## config.mk

```make
export PLATFORM = sky130hd
export DESIGN_NAME = sin_meter
export DESIGN_NICKNAME = d
export VERILOG_FILES = /design/src/rtl/sin_meter_pkg.sv /design/src/rtl/sin_meter_sign_hyst.sv /design/src/rtl/sin_meter.sv
export SDC_FILE = /design/constraint.sdc
export NUM_CORES = 1
export LEC_CHECK = 0
export CORE_UTILIZATION = 50
export DETAILED_ROUTE_END_ITERATION = 6
export PLACE_DENSITY = 0.77
export SLEW_MARGIN = 20
export SYNTH_ARGS = -nofsm -noshare
export SYNTH_HDL_FRONTEND = slang
export SYNTH_SLANG_ARGS = --single-unit
```

## constraint.sdc

```tcl
create_clock -name clk -period 4.7 [get_ports clk]
set_clock_uncertainty 0.15 [all_clocks]
set_input_delay 0.94 -clock clk [delete_from_list [all_inputs] [get_ports clk]]
set_output_delay 0.94 -clock clk [all_outputs]
set_load 0.02 [all_outputs]
```

## src/rtl/sin_meter_pkg.sv

```systemverilog
// Shared defaults, FSM encoding and small helpers for the sin_meter receive path.
package sin_meter_pkg;

    localparam int NS_DEF   = 2048;
    localparam int HYST_DEF = 8;
    localparam int PW_DEF   = 10;

    typedef enum logic {
        SEARCH = 1'b0,
        MEAS   = 1'b1
    } state_t;

    function automatic logic [11:0] max12(input logic [11:0] a, input logic [11:0] b);
        return (a > b) ? a : b;
    endfunction

    function automatic logic [11:0] min12(input logic [11:0] a, input logic [11:0] b);
        return (a < b) ? a : b;
    endfunction

endpackage

```

## src/rtl/sin_meter_sign_hyst.sv

```systemverilog
// Half-wave sign recovery with hysteresis around the mid-scale offset,
// plus the rising-crossing strobe and the saturated sample magnitude.
module sign_hyst
    import sin_meter_pkg::*;
#(
    parameter int NS   = NS_DEF,
    parameter int HYST = HYST_DEF
) (
    input  logic        clk,
    input  logic        rst_n,
    input  logic        ce,
    input  logic [11:0] DI,
    output logic        S,
    output logic        rise,
    output logic [11:0] mag
);

    localparam logic signed [12:0] NS_S   = 13'(NS);
    localparam logic signed [12:0] HYST_S = 13'(HYST);

    logic signed [12:0] dev;
    logic        [12:0] abs_dev;
    logic               pos;
    logic               neg;

    function automatic logic [11:0] sat12(input logic [12:0] v);
        return (v > 13'd4095) ? 12'hFFF : v[11:0];
    endfunction

    assign dev     = signed'({1'b0, DI}) - NS_S;
    assign abs_dev = dev[12] ? unsigned'(-dev) : unsigned'(dev);
    assign mag     = sat12(abs_dev);

    // Strictly outside the dead band; the band edges themselves leave S alone.
    assign pos  = (dev > HYST_S);
    assign neg  = (dev < -HYST_S);
    assign rise = ce & ~S & pos;

    always_ff @(posedge clk or negedge rst_n) begin
        if (!rst_n) begin
            S <= 1'b0;
        end else if (ce) begin
            if (pos)
                S <= 1'b1;
            else if (neg)
                S <= 1'b0;
        end
    end

endmodule

```

## src/rtl/sin_meter.sv

```systemverilog
// Period / amplitude meter for offset-binary sine samples.
// Optional raw extrema and offset outputs when SIN_MINMAX_EN is defined.
module sin_meter
    import sin_meter_pkg::*;
#(
    parameter int NS   = NS_DEF,
    parameter int HYST = HYST_DEF,
    parameter int PW   = PW_DEF
) (
    input  logic          clk,
    input  logic          rst_n,
    input  logic          ce,
    input  logic [11:0]   DI,
    output logic          S,
    output logic [PW-1:0] PERIOD,
    output logic [11:0]   AMP,
    output logic          RDY,
    output logic          LOCK,
    output logic          ERR,
    output logic [11:0]   VMAX,
    output logic [11:0]   VMIN,
    output logic [11:0]   OFS
);

    localparam logic [PW-1:0] CNT_MAX = {PW{1'b1}};
    localparam logic [PW-1:0] CNT_ONE = PW'(1);

    logic          rise;
    logic [11:0]   mag;

    state_t        state, state_nx;
    logic [PW-1:0] cnt, cnt_nx;
    logic [11:0]   peak, peak_nx;
    logic [PW-1:0] period_nx;
    logic [11:0]   amp_nx;
    logic          rdy_nx, lock_nx, err_nx;
    logic [PW-1:0] diff;
    logic          near;

    sign_hyst #(
        .NS   (NS),
        .HYST (HYST)
    ) u_sign (
        .clk   (clk),
        .rst_n (rst_n),
        .ce    (ce),
        .DI    (DI),
        .S     (S),
        .rise  (rise),
        .mag   (mag)
    );

    assign diff = (cnt >= PERIOD) ? (cnt - PERIOD) : (PERIOD - cnt);
    assign near = (diff <= CNT_ONE);

    always_comb begin
        state_nx  = state;
        cnt_nx    = cnt;
        peak_nx   = peak;
        period_nx = PERIOD;
        amp_nx    = AMP;
        rdy_nx    = 1'b0;
        err_nx    = 1'b0;
        lock_nx   = LOCK;
        if (ce) begin
            case (state)
                SEARCH: begin
                    cnt_nx  = '0;
                    peak_nx = '0;
                    if (rise) begin
                        state_nx = MEAS;
                        cnt_nx   = CNT_ONE;
                        peak_nx  = mag;
                    end
                end
                MEAS: begin
                    // A crossing on the last count still closes the period.
                    if (rise) begin
                        period_nx = cnt;
                        amp_nx    = max12(peak, mag);
                        rdy_nx    = 1'b1;
                        lock_nx   = near & (PERIOD != '0);
                        cnt_nx    = CNT_ONE;
                        peak_nx   = mag;
                    end else if (cnt == CNT_MAX) begin
                        state_nx  = SEARCH;
                        err_nx    = 1'b1;
                        lock_nx   = 1'b0;
                        period_nx = '0;
                        cnt_nx    = '0;
                        peak_nx   = '0;
                    end else begin
                        cnt_nx  = cnt + CNT_ONE;
                        peak_nx = max12(peak, mag);
                    end
                end
                default: state_nx = SEARCH;
            endcase
        end
    end

    always_ff @(posedge clk or negedge rst_n) begin
        if (!rst_n) begin
            state  <= SEARCH;
            cnt    <= '0;
            peak   <= '0;
            PERIOD <= '0;
            AMP    <= '0;
            RDY    <= 1'b0;
            LOCK   <= 1'b0;
            ERR    <= 1'b0;
        end else begin
            state  <= state_nx;
            cnt    <= cnt_nx;
            peak   <= peak_nx;
            PERIOD <= period_nx;
            AMP    <= amp_nx;
            RDY    <= rdy_nx;
            LOCK   <= lock_nx;
            ERR    <= err_nx;
        end
    end

`ifdef SIN_MINMAX_EN
    logic [11:0] run_max, run_min;
    logic [11:0] vmax_r, vmin_r;
    logic [12:0] ofs_sum;

    // Trackers restart on every crossing; results publish alongside RDY.
    always_ff @(posedge clk or negedge rst_n) begin
        if (!rst_n) begin
            run_max <= '0;
            run_min <= '0;
            vmax_r  <= '0;
            vmin_r  <= '0;
        end else if (ce) begin
            if (rise) begin
                if (state == MEAS) begin
                    vmax_r <= max12(run_max, DI);
                    vmin_r <= min12(run_min, DI);
                end
                run_max <= DI;
                run_min <= DI;
            end else if (state == MEAS) begin
                run_max <= max12(run_max, DI);
                run_min <= min12(run_min, DI);
            end
        end
    end

    assign ofs_sum = {1'b0, vmax_r} + {1'b0, vmin_r};
    assign VMAX    = vmax_r;
    assign VMIN    = vmin_r;
    assign OFS     = ofs_sum[12:1];
`else
    assign VMAX = '0;
    assign VMIN = '0;
    assign OFS  = '0;
`endif

endmodule

```

==> results.sh, run 1 <==
export IMPL_place_area_um2=4330
export IMPL_synthFlopType="dfrtp_1"
export IMPL_grt_start_max_net_pins=50
export IMPL_dp_slack_ns=0.0626
export IMPL_p_leak_nw=2.07
export IMPL_syn_area_per_cell_um2=8.58
export IMPL_initial_core_util=0.517
export IMPL_worst_path_dominant_cell_family="simple AND/OR/NAND/NOR gates"
export IMPL_critical_path_max_stage_delay_ns=0.77
export IMPL_drt_pass1_iterations=5
export IMPL_cp_common_cell="or4_1"
export IMPL_die_w_um=91.2
export IMPL_dr_wl_met2_um=4100
export IMPL_cts_buffer_depth=2
export IMPL_status="finished clean"
export IMPL_critPathRequiredTime_ns=4.78
export IMPL_portBuffers=40
export IMPL_syn_cell_area_um2=3970
export IMPL_cp_end_kind="flip-flop"
export IMPL_met3WireLength_um=451
export IMPL_antenna_found_initial=0
export IMPL_tightest_slew_ns=0.962
export IMPL_crit_fanout=12
export IMPL_vdd_ir_drop_max_mv=0.211
export IMPL_drt_iter0_drc=218
export IMPL_gr_total_overflow=0
export IMPL_finalWirelength_um=9100
export IMPL_cellPowerDensity_nw_per_um2=611
export IMPL_grt_pass1_vias=3167
export IMPL_synthTopCellsByArea="dfrtp_1 31%, ha_1 9.8%, buf_4 7.0%"
export IMPL_rows=32
export IMPL_cts_resized=0
export IMPL_async_flop_share=1.00
export IMPL_setup_viol=0
export IMPL_fin_crit_sh=0.922
export IMPL_yosys_area_top_type="dfrtp_1"
export IMPL_min_period_ns=4.33
export IMPL_drcViolationCount=0
export IMPL_worst_slack_ns=0.368
export IMPL_max_slew_margin=0.355
export IMPL_area_delta_synth_final_pct=11.3
export IMPL_track_usage=0.231
export IMPL_ys_seq_elements=49
export IMPL_synth_top_area_share=0.309
export IMPL_path_clk_slew_ns=0.10
export IMPL_worst_path_buf_inv=2
export IMPL_crit_chain="clkdlybuf4s50_1, or4_1, or4_1, ha_1, nand4_1, inv_1, and3_1, o211ai_1, a22oi_4, o21ai_1, o2bb2ai_1"
export IMPL_synth_cell_type_count=66
export IMPL_die_area_um2=8310
export IMPL_power_total_w=0.00270
export IMPL_core_region_area_um2=7690
export IMPL_cap_violations=0
export IMPL_cts_buffers=5
export IMPL_ys_seq_area_frac=0.309
export IMPL_tns_ns=0
export IMPL_min_path_type="reg2reg"
export IMPL_final_cell_area_um2=4420
export IMPL_fin_nets=547
export IMPL_cts_sinks=49
export IMPL_dp_hpwl_um=7060
export IMPL_insertedDiodeCount=0
export IMPL_wl_met1_um=4440
export IMPL_path_class="in2reg"
export IMPL_grt_pass1_wl_um=15600
export IMPL_dieHeight_um=91.2
export IMPL_num_vias=3430
export IMPL_arrival_ns=4.41
export IMPL_routedWlPerCell_um=15.1
export IMPL_synthCells=463
export IMPL_hold_violations=0
export IMPL_clock_latency_ns=0.30
export IMPL_postCtsHoldBufs=0
export IMPL_critPathSlowestCell="o21ai_1"
export IMPL_postCtsSetupBuffers=0
export IMPL_dr_max_layer_used="met4"
export IMPL_cts_root_buffer="clkbuf_8"
export IMPL_yosys_warnings=0
export IMPL_drive_gt1_frac=0.0560
export IMPL_ant_nets=0
export IMPL_cts_tree="done"
export IMPL_fmax_mhz=231
export IMPL_synth_edf_count=0
export IMPL_htree_num_levels=2
export IMPL_worst_setup_path_start_kind="input pin"
export IMPL_drt_vias_per_instance=5.70
export IMPL_rsz0062_at_grt="false"
export IMPL_gp_congestion=0.892
export IMPL_ioPinCount=77
export IMPL_drv_slew=0
[tightest hold or removal path, cell delays in order, from the launching register on]
cell     delay, ns
dfrtp_1       0.36
nand2_1       0.05
o21ai_0       0.06
[synthesized netlist by cell type, types with 2 or more instances]
| cell | number |
|---|---|
| dfrtp_1 | 49 |
| nand2_1 | 45 |
| inv_1 | 43 |
| buf_4 | 37 |
| ha_1 | 31 |
| o21ai_0 | 29 |
| nor2_1 | 26 |
| a21oi_1 | 20 |
| nand3_1 | 15 |
| clkbuf_1 | 12 |
| o2bb2ai_1 | 12 |
| mux2i_1 | 11 |
| nand4_1 | 9 |
| xnor2_1 | 9 |
| a21o_1 | 7 |
| and3_1 | 7 |
| nor3_1 | 7 |
| xor2_1 | 7 |
| a31oi_1 | 6 |
| nor4_1 | 5 |
| o21ai_1 | 5 |
| nor2b_1 | 4 |
| o31ai_1 | 4 |
| a211o_1 | 3 |
| and2_1 | 3 |
| nand2b_1 | 3 |
| o211ai_1 | 3 |
| o22ai_1 | 3 |
| a2111o_1 | 2 |
| a311oi_1 | 2 |
| buf_2 | 2 |
| fa_1 | 2 |
| mux2_1 | 2 |
| o311ai_1 | 2 |
| o41ai_1 | 2 |
| or2_2 | 2 |
| or3_1 | 2 |
| or4_1 | 2 |
[layout make-up]
type | count | area (µm²)
fillers | 736 | 3260
multi-input cells | 353 | 2370
flip-flops and latches | 49 | 1230
repair buffers | 47 | 448
inverters | 43 | 161
well taps | 102 | 128
clock buffers | 5 | 68.8
clock inverters | 3 | 22.5
[placed cells by master (no fill, tap or decap), types with 4 or more instances in the layout]
master,instances
inv_1,43
a31oi_1,6
o2bb2ai_1,12
clkbuf_8,5
nor3_1,7
nor2b_1,4
nand2_1,45
xor2_1,7
nand4_1,9
buf_4,7
nand3_1,15
clkdlybuf4s50_1,39
a21oi_1,20
ha_1,31
nor4_1,5
o21ai_1,5
conb_1,36
dfrtp_1,49
o31ai_1,4
xnor2_1,9
mux2i_1,11
and3_1,7
nor2_1,26
o21ai_0,29
a21o_1,7
[logic make-up (layout without fill, tap and decap cells)]
kind of cell    count (synthesis)  after routing  synth area share
simple gates                  140            140             0.177
mux                            13             13            0.0334
fa+ha+maj                      34             34             0.110
flops                          49             49             0.309
xor+xnor                       17             17            0.0409
buf+inv                        96             98             0.128
other cells                     1             36          0.000944
compound gates                113            113             0.201
[metrics by stage]
step,instances,utilization,hold slack (ns)
detailed placement,594,0.564,0.329
global placement,594,0.564,0.311
global route,602,0.576,0.359
CTS,602,0.576,0.350
floorplan,498,-,0.306
finish,602,0.576,0.350
[path summary, 6_finish.rpt]
kind | from | end | slack, ns | depth (start not counted)
min in group asynchronous | rst_n | PERIOD[1] | 0.58 | 2
max | DI[7] | peak[8] | 0.37 | 11
min | AMP[7] | AMP[7] | 0.35 | 2
min reg2reg | AMP[7] | AMP[7] | 0.35 | 2
max reg2reg | cnt[0] | LOCK | 1.18 | 12
max in group asynchronous | rst_n | PERIOD[9] | 3.40 | 2
[report_power, final]
| group | internal (W) | total (W) | switching [W] |
|---|---|---|---|
| combinational | 0.000761 | 0.00175 | 0.000991 |
| sequential | 0.000554 | 0.000696 | 0.000142 |
| clock | 0.000105 | 0.000255 | 0.000151 |
| total | 0.00142 | 0.00270 | 0.00128 |
[state kept, by name (all words and copies together) (netlist names)]
| name | count |
|---|---|
| PERIOD | 10 |
| state | 1 |
| RDY | 1 |
| LOCK | 1 |
| AMP | 12 |
| peak | 12 |
| ERR | 1 |
| cnt | 10 |
| u_sign.S | 1 |
[routing by layer]
metal | track usage | vias to the layer above
met2 | 0.360 | 121
met1 | 0.343 | 1662
met3 | 0.0260 | 13
met4 | 0.0529 | 0
met5 | 0 | -
li1 | - | 1634
(Power assumes the default switching activity.)
==> run 2: changes to the inputs <==
REMOVE_ABC_BUFFERS = 1   (was not set)
==> run 2 against run 1 <==
Critical path type unchanged. Die area is the same. Combinational power about the same. Clock-buffer cell count is 2 higher. Total power about the same. Largest power group unchanged. Cell count grew 0.33%. Highest routed layer unchanged. Register-to-register slack improved by 0.04 ns. Core utilization is 0.33 points higher. Global-route usage is 0.82 points lower. Sequential power fell by 1%. Sequential cell count is the same.
==> results.sh, run 2 (same netlist as run 1, synthesis figures left out) <==
export IMPL_gp_congestion=0.832
export IMPL_clock_power_share=0.102
export IMPL_fmax_mhz=228
export IMPL_critPathSlowestCell="a21boi_1"
export IMPL_critical_path_max_stage_delay_ns=0.67
export IMPL_p_int_w=0.00145
export IMPL_dieHeight_um=91.2
export IMPL_arrival_ns=4.38
export IMPL_cts_buffer_depth=2
export IMPL_drv_slew=0
export IMPL_antenna_found_initial=0
export IMPL_max_slew_margin=0.397
export IMPL_cts_resized=0
export IMPL_regArea_um2=1230
export IMPL_n_fill_cell=722
export IMPL_final_common_cell="dfrtp_1"
export IMPL_wl_met1_um=3860
export IMPL_final_cell_mix="49 x dfrtp_1, 45 x nand2_1, 43 x inv_1, 39 x clkdlybuf4s50_1, 36 x conb_1"
export IMPL_vdd_ir_drop_max_mv=0.288
export IMPL_multi_input_area_um2=2370
export IMPL_fin_crit_sh=0.932
export IMPL_grt_start_max_net_pins=50
export IMPL_min_period_ns=4.38
export IMPL_reg_largest_list="AMP: 12 flops, peak: 12 flops"
export IMPL_tns_ns=0
export IMPL_r2r_cells=12
export IMPL_cp_common_cell="or4_1"
export IMPL_met3WireLength_um=288
export IMPL_min_path_type="reg2reg"
export IMPL_setup_viol=0
export IMPL_dr_wl_met2_um=4480
export IMPL_fin_nets=549
export IMPL_clock_latency_ns=0.30
export IMPL_cellPowerDensity_nw_per_um2=608
export IMPL_seq_power_share=0.254
export IMPL_drt_iter0_drc=171
export IMPL_postCtsHoldBufs=0
export IMPL_cts_sinks=49
export IMPL_cp_end_kind="flip-flop"
export IMPL_status="finished clean"
export IMPL_postCtsSetupBuffers=0
export IMPL_holdWs_ns=0.342
export IMPL_cap_violations=0
export IMPL_p_switching_w=0.00125
export IMPL_path_class="in2reg"
export IMPL_rows=32
export IMPL_gr_total_overflow=0
export IMPL_drt_vias_per_instance=5.53
export IMPL_grt_pass1_wl_um=15100
export IMPL_insertedDiodeCount=0
export IMPL_hold_violations=0
export IMPL_power_frac_comb=0.645
export IMPL_htree_num_levels=2
export IMPL_worst_setup_path_start_kind="input pin"
export IMPL_grt_pass1_vias=3306
export IMPL_drive_gt1_frac=0.0598
export IMPL_track_usage=0.223
export IMPL_die_area_um2=8310
export IMPL_rsz0062_at_grt="false"
export IMPL_cts_buffers=5
export IMPL_routedWlPerCell_um=14.7
export IMPL_ant_nets=0
export IMPL_p_sw_frac=0.462
export IMPL_crit_fanout=11
export IMPL_portBuffers=40
export IMPL_critPathRequiredTime_ns=4.70
export IMPL_initial_core_util=0.517
export IMPL_num_vias=3341
export IMPL_ioPinCount=77
export IMPL_whs_path_depth=2
export IMPL_dp_hpwl_um=6900
export IMPL_finalWirelength_um=8860
export IMPL_p_leak_nw=2.09
export IMPL_dr_max_layer_used="met4"
export IMPL_cts_root_buffer="clkbuf_8"
export IMPL_drt_pass1_iterations=4
export IMPL_area_delta_synth_final_pct=12.0
export IMPL_core_region_area_um2=7690
export IMPL_path_clk_slew_ns=0.09
export IMPL_tightest_slew_ns=0.898
export IMPL_die_w_um=91.2
export IMPL_cts_tree="done"
export IMPL_drcViolationCount=0
export IMPL_crit_chain="clkdlybuf4s50_1, or4_1, or4_1, ha_1, nand4_1, inv_1, and3_1, o211ai_1, a22oi_4, a21boi_1, o2bb2ai_1"
run 2: cell count changes in the layout (fill, tap and decap cells not counted), sizes merged:
cell,delta
buf,+2
clkbuf,+2
clkinv,+1
clkinvlp,-3
run 2: power groups by stage:
stage                     registers [W]  logic (W)  clock network (W)
after floorplan                0.000750    0.00119                  0
after global placement         0.000689    0.00169                  0
after detailed placement       0.000690    0.00173                  0
after CTS                      0.000686    0.00173           0.000280
after global routing           0.000708    0.00190           0.000297
final                          0.000687    0.00174           0.000275
run 2: final timing paths:
| path | from | end | slack, ns |
|---|---|---|---|
| max | DI[7] | peak[3] | 0.32 |
| min | LOCK | LOCK | 0.34 |
| max reg2reg | cnt[0] | LOCK | 1.22 |
| min reg2reg | LOCK | LOCK | 0.34 |
| max in group asynchronous | rst_n | cnt[1] | 3.40 |
| min in group asynchronous | rst_n | AMP[7] | 0.57 |
run 2: worst max-delay path, delay by kind of cell:
kind                     cells  cell delay (ns)
AND/OR/NAND/NOR              4             1.47
adder cells (fa/ha/maj)      1             0.31
AO/OA/AOI/OAI                4             1.12
buffers and inverters        2             0.55
run 2: final cells by class:
class	instances	share of cell area
repair buffers	49	0.104
clock buffers	7	0.0217
inverters	43	0.0363
flip-flops and latches	49	0.276
multi-input cells	353	0.533
well taps	102	0.0287
clock inverters	1	0.00112
run 2: through the flow:
stage | worst slack (ns) | std cells | area, µm² | power [W] | utilization
after floorplan | 0.670 | 445 | 3760 | 0.00194 | -
after global placement | 0.209 | 596 | 4350 | 0.00238 | 0.566
after global routing | 0.0629 | 604 | 4450 | 0.00291 | 0.579
after detailed placement | 0.0255 | 596 | 4350 | 0.00242 | 0.566
after CTS | 0.365 | 604 | 4450 | 0.00270 | 0.579
final | 0.321 | 604 | 4450 | 0.00271 | 0.579
run 2: metal layers:
layer,global-route usage,vias to the layer above
met2,0.393,80
li1,-,1630
met4,0.0780,0
met3,0.0327,23
met5,0,-
met1,0.277,1608
==> run 3: changes to the inputs <==
CELL_PAD_IN_SITES_DETAIL_PLACEMENT = 1   (was not set)
CELL_PAD_IN_SITES_GLOBAL_PLACEMENT = 1   (was not set)
CORE_UTILIZATION = 43   (was 50)
PLACE_DENSITY = not set   (was 0.77)
PLACE_DENSITY_LB_ADDON = 0.1   (was not set)
==> run 3 against run 2 <==
Combinational power about the same. Wire length up 16%. Clock-buffer cell count unchanged. Critical path type unchanged. The flow now finishes with violations (design-rule violations). Critical path depth up 4. Clock power up 2%.
==> results.sh, run 3 (same netlist as run 1, synthesis figures left out) <==
export IMPL_status="complete, but fails checks"
export IMPL_violations="design-rule violations"
export IMPL_path_clk_slew_ns=0.10
export IMPL_tightest_slew_ns=0.674
export IMPL_finalWirelength_um=10300
export IMPL_cts_sinks=49
export IMPL_dp_hpwl_um=8080
export IMPL_cp_end_kind="flip-flop"
export IMPL_cellPowerDensity_nw_per_um2=613
export IMPL_power_total_w=0.00274
export IMPL_postCtsHoldBufs=0
export IMPL_drt_iter0_drc=132
export IMPL_hold_violations=0
export IMPL_drt_pass1_iterations=6
export IMPL_drcViolationCount=6
export IMPL_die_w_um=98.1
export IMPL_min_period_ns=4.34
export IMPL_portBuffers=40
export IMPL_insertedDiodeCount=0
export IMPL_crit_fanout=17
export IMPL_grt_pass1_vias=3521
export IMPL_fin_nets=548
export IMPL_cts_root_buffer="clkbuf_8"
export IMPL_holdWs_ns=0.343
export IMPL_critPathRequiredTime_ns=4.74
export IMPL_worst_slack_ns=0.357
export IMPL_grt_pass1_wl_um=17100
export IMPL_cap_violations=0
export IMPL_ioPinCount=77
export IMPL_vdd_ir_drop_max_mv=0.259
export IMPL_drv_slew=0
export IMPL_ant_nets=0
export IMPL_die_area_um2=9630
export IMPL_cts_tree="done"
export IMPL_rows=34
export IMPL_p_leak_nw=2.09
export IMPL_rrSetupSlack_ns=1.22
export IMPL_cts_buffer_depth=2
export IMPL_critical_path_max_stage_delay_ns=0.57
export IMPL_gp_congestion=0.834
export IMPL_worst_setup_path_start_kind="input pin"
export IMPL_drive_gt1_frac=0.0639
export IMPL_core_region_area_um2=8850
export IMPL_reg_largest_list="AMP: 12 flops, peak: 12 flops"
export IMPL_htree_num_levels=2
export IMPL_critPathSlowestCell="clkdlybuf4s50_1"
export IMPL_clock_latency_ns=0.31
export IMPL_arrival_ns=4.38
export IMPL_crit_chain="clkdlybuf4s50_1, inv_1, ha_1, a21oi_1, xnor2_1, inv_1, ha_1, nand2_1, nor2_1, a21oi_1, maj3_1, a22oi_4, buf_4, mux2i_1, o21ai_0"
export IMPL_routedWlPerCell_um=16.9
export IMPL_min_path_type="reg2reg"
export IMPL_grt_start_max_net_pins=50
export IMPL_setup_viol=0
export IMPL_final_cell_mix="49 x dfrtp_1, 45 x nand2_1, 43 x inv_1, 39 x clkdlybuf4s50_1, 36 x conb_1"
export IMPL_dieHeight_um=98.1
export IMPL_fin_crit_sh=0.924
export IMPL_gr_total_overflow=0
export IMPL_final_common_cell="dfrtp_1"
export IMPL_path_class="in2reg"
export IMPL_antenna_found_initial=0
export IMPL_drt_vias_per_instance=5.53
export IMPL_dp_slack_ns=-0.0349
export IMPL_num_vias=3365
export IMPL_area_delta_synth_final_pct=12.3
export IMPL_initial_core_util=0.449
export IMPL_track_usage=0.221
export IMPL_rsz0062_at_grt="false"
export IMPL_fmax_mhz=230
export IMPL_cts_buffers=5
export IMPL_max_slew_margin=0.550
==> run 3: layer usage <==
| metal | global-route usage | share of wire | up-vias |
|---|---|---|---|
| li1 | - | - | 1626 |
| met1 | 0.263 | 0.44 | 1655 |
| met2 | 0.407 | 0.51 | 62 |
| met4 | 0.0838 | 0.029 | 0 |
| met5 | 0 | 0 | - |
| met3 | 0.0222 | 0.021 | 22 |
==> run 3: final cells by class <==
class,instances,area (µm²)
well taps,108,135
clock inverters,1,5.00
clock buffers,7,96.3
multi-input cells,353,2380
fillers,1092,4390
inverters,43,161
flip-flops and latches,49,1230
repair buffers,48,455
==> run 3: path summary, 6_finish.rpt <==
check | start | end | depth (start not counted)
min in group asynchronous | rst_n | AMP[0] | 2
max reg2reg | cnt[0] | LOCK | 12
max | DI[0] | AMP[9] | 15
max in group asynchronous | rst_n | AMP[5] | 2
min reg2reg | AMP[8] | AMP[8] | 2
min | AMP[8] | AMP[8] | 2
==> run 3: timing repair <==
action	CTS	global route
buffers inserted	0	0
endpoints found under the setup margin	0	13
resized for setup	0	3
==> run 3: worst max-delay path: cells and delay by family <==
kind	cells	cell delay [ns]
AO/OA/AOI/OAI	4	0.64
XOR/XNOR	1	0.18
adder cells (fa/ha/maj)	3	0.99
buffers and inverters	4	1.07
multiplexers	1	0.27
AND/OR/NAND/NOR	2	0.30
==> run 3: power breakdown <==
part           switching (W)  internal, W  total [W]
sequential          0.000134     0.000554   0.000688
combinational        0.00101     0.000763    0.00177
clock               0.000146     0.000133   0.000280
total                0.00129      0.00145    0.00274
==> run 3: stage by stage <==
stage | area [µm²] | setup TNS [ns] | utilization | std cells
final | 4460 | 0 | 0.504 | 609
after detailed placement | 4350 | -0.105 | 0.491 | 601
after global placement | 4350 | 0 | 0.491 | 601
after floorplan | 3760 | 0 | - | 445
after global routing | 4460 | 0 | 0.504 | 609
after CTS | 4450 | 0 | 0.503 | 609
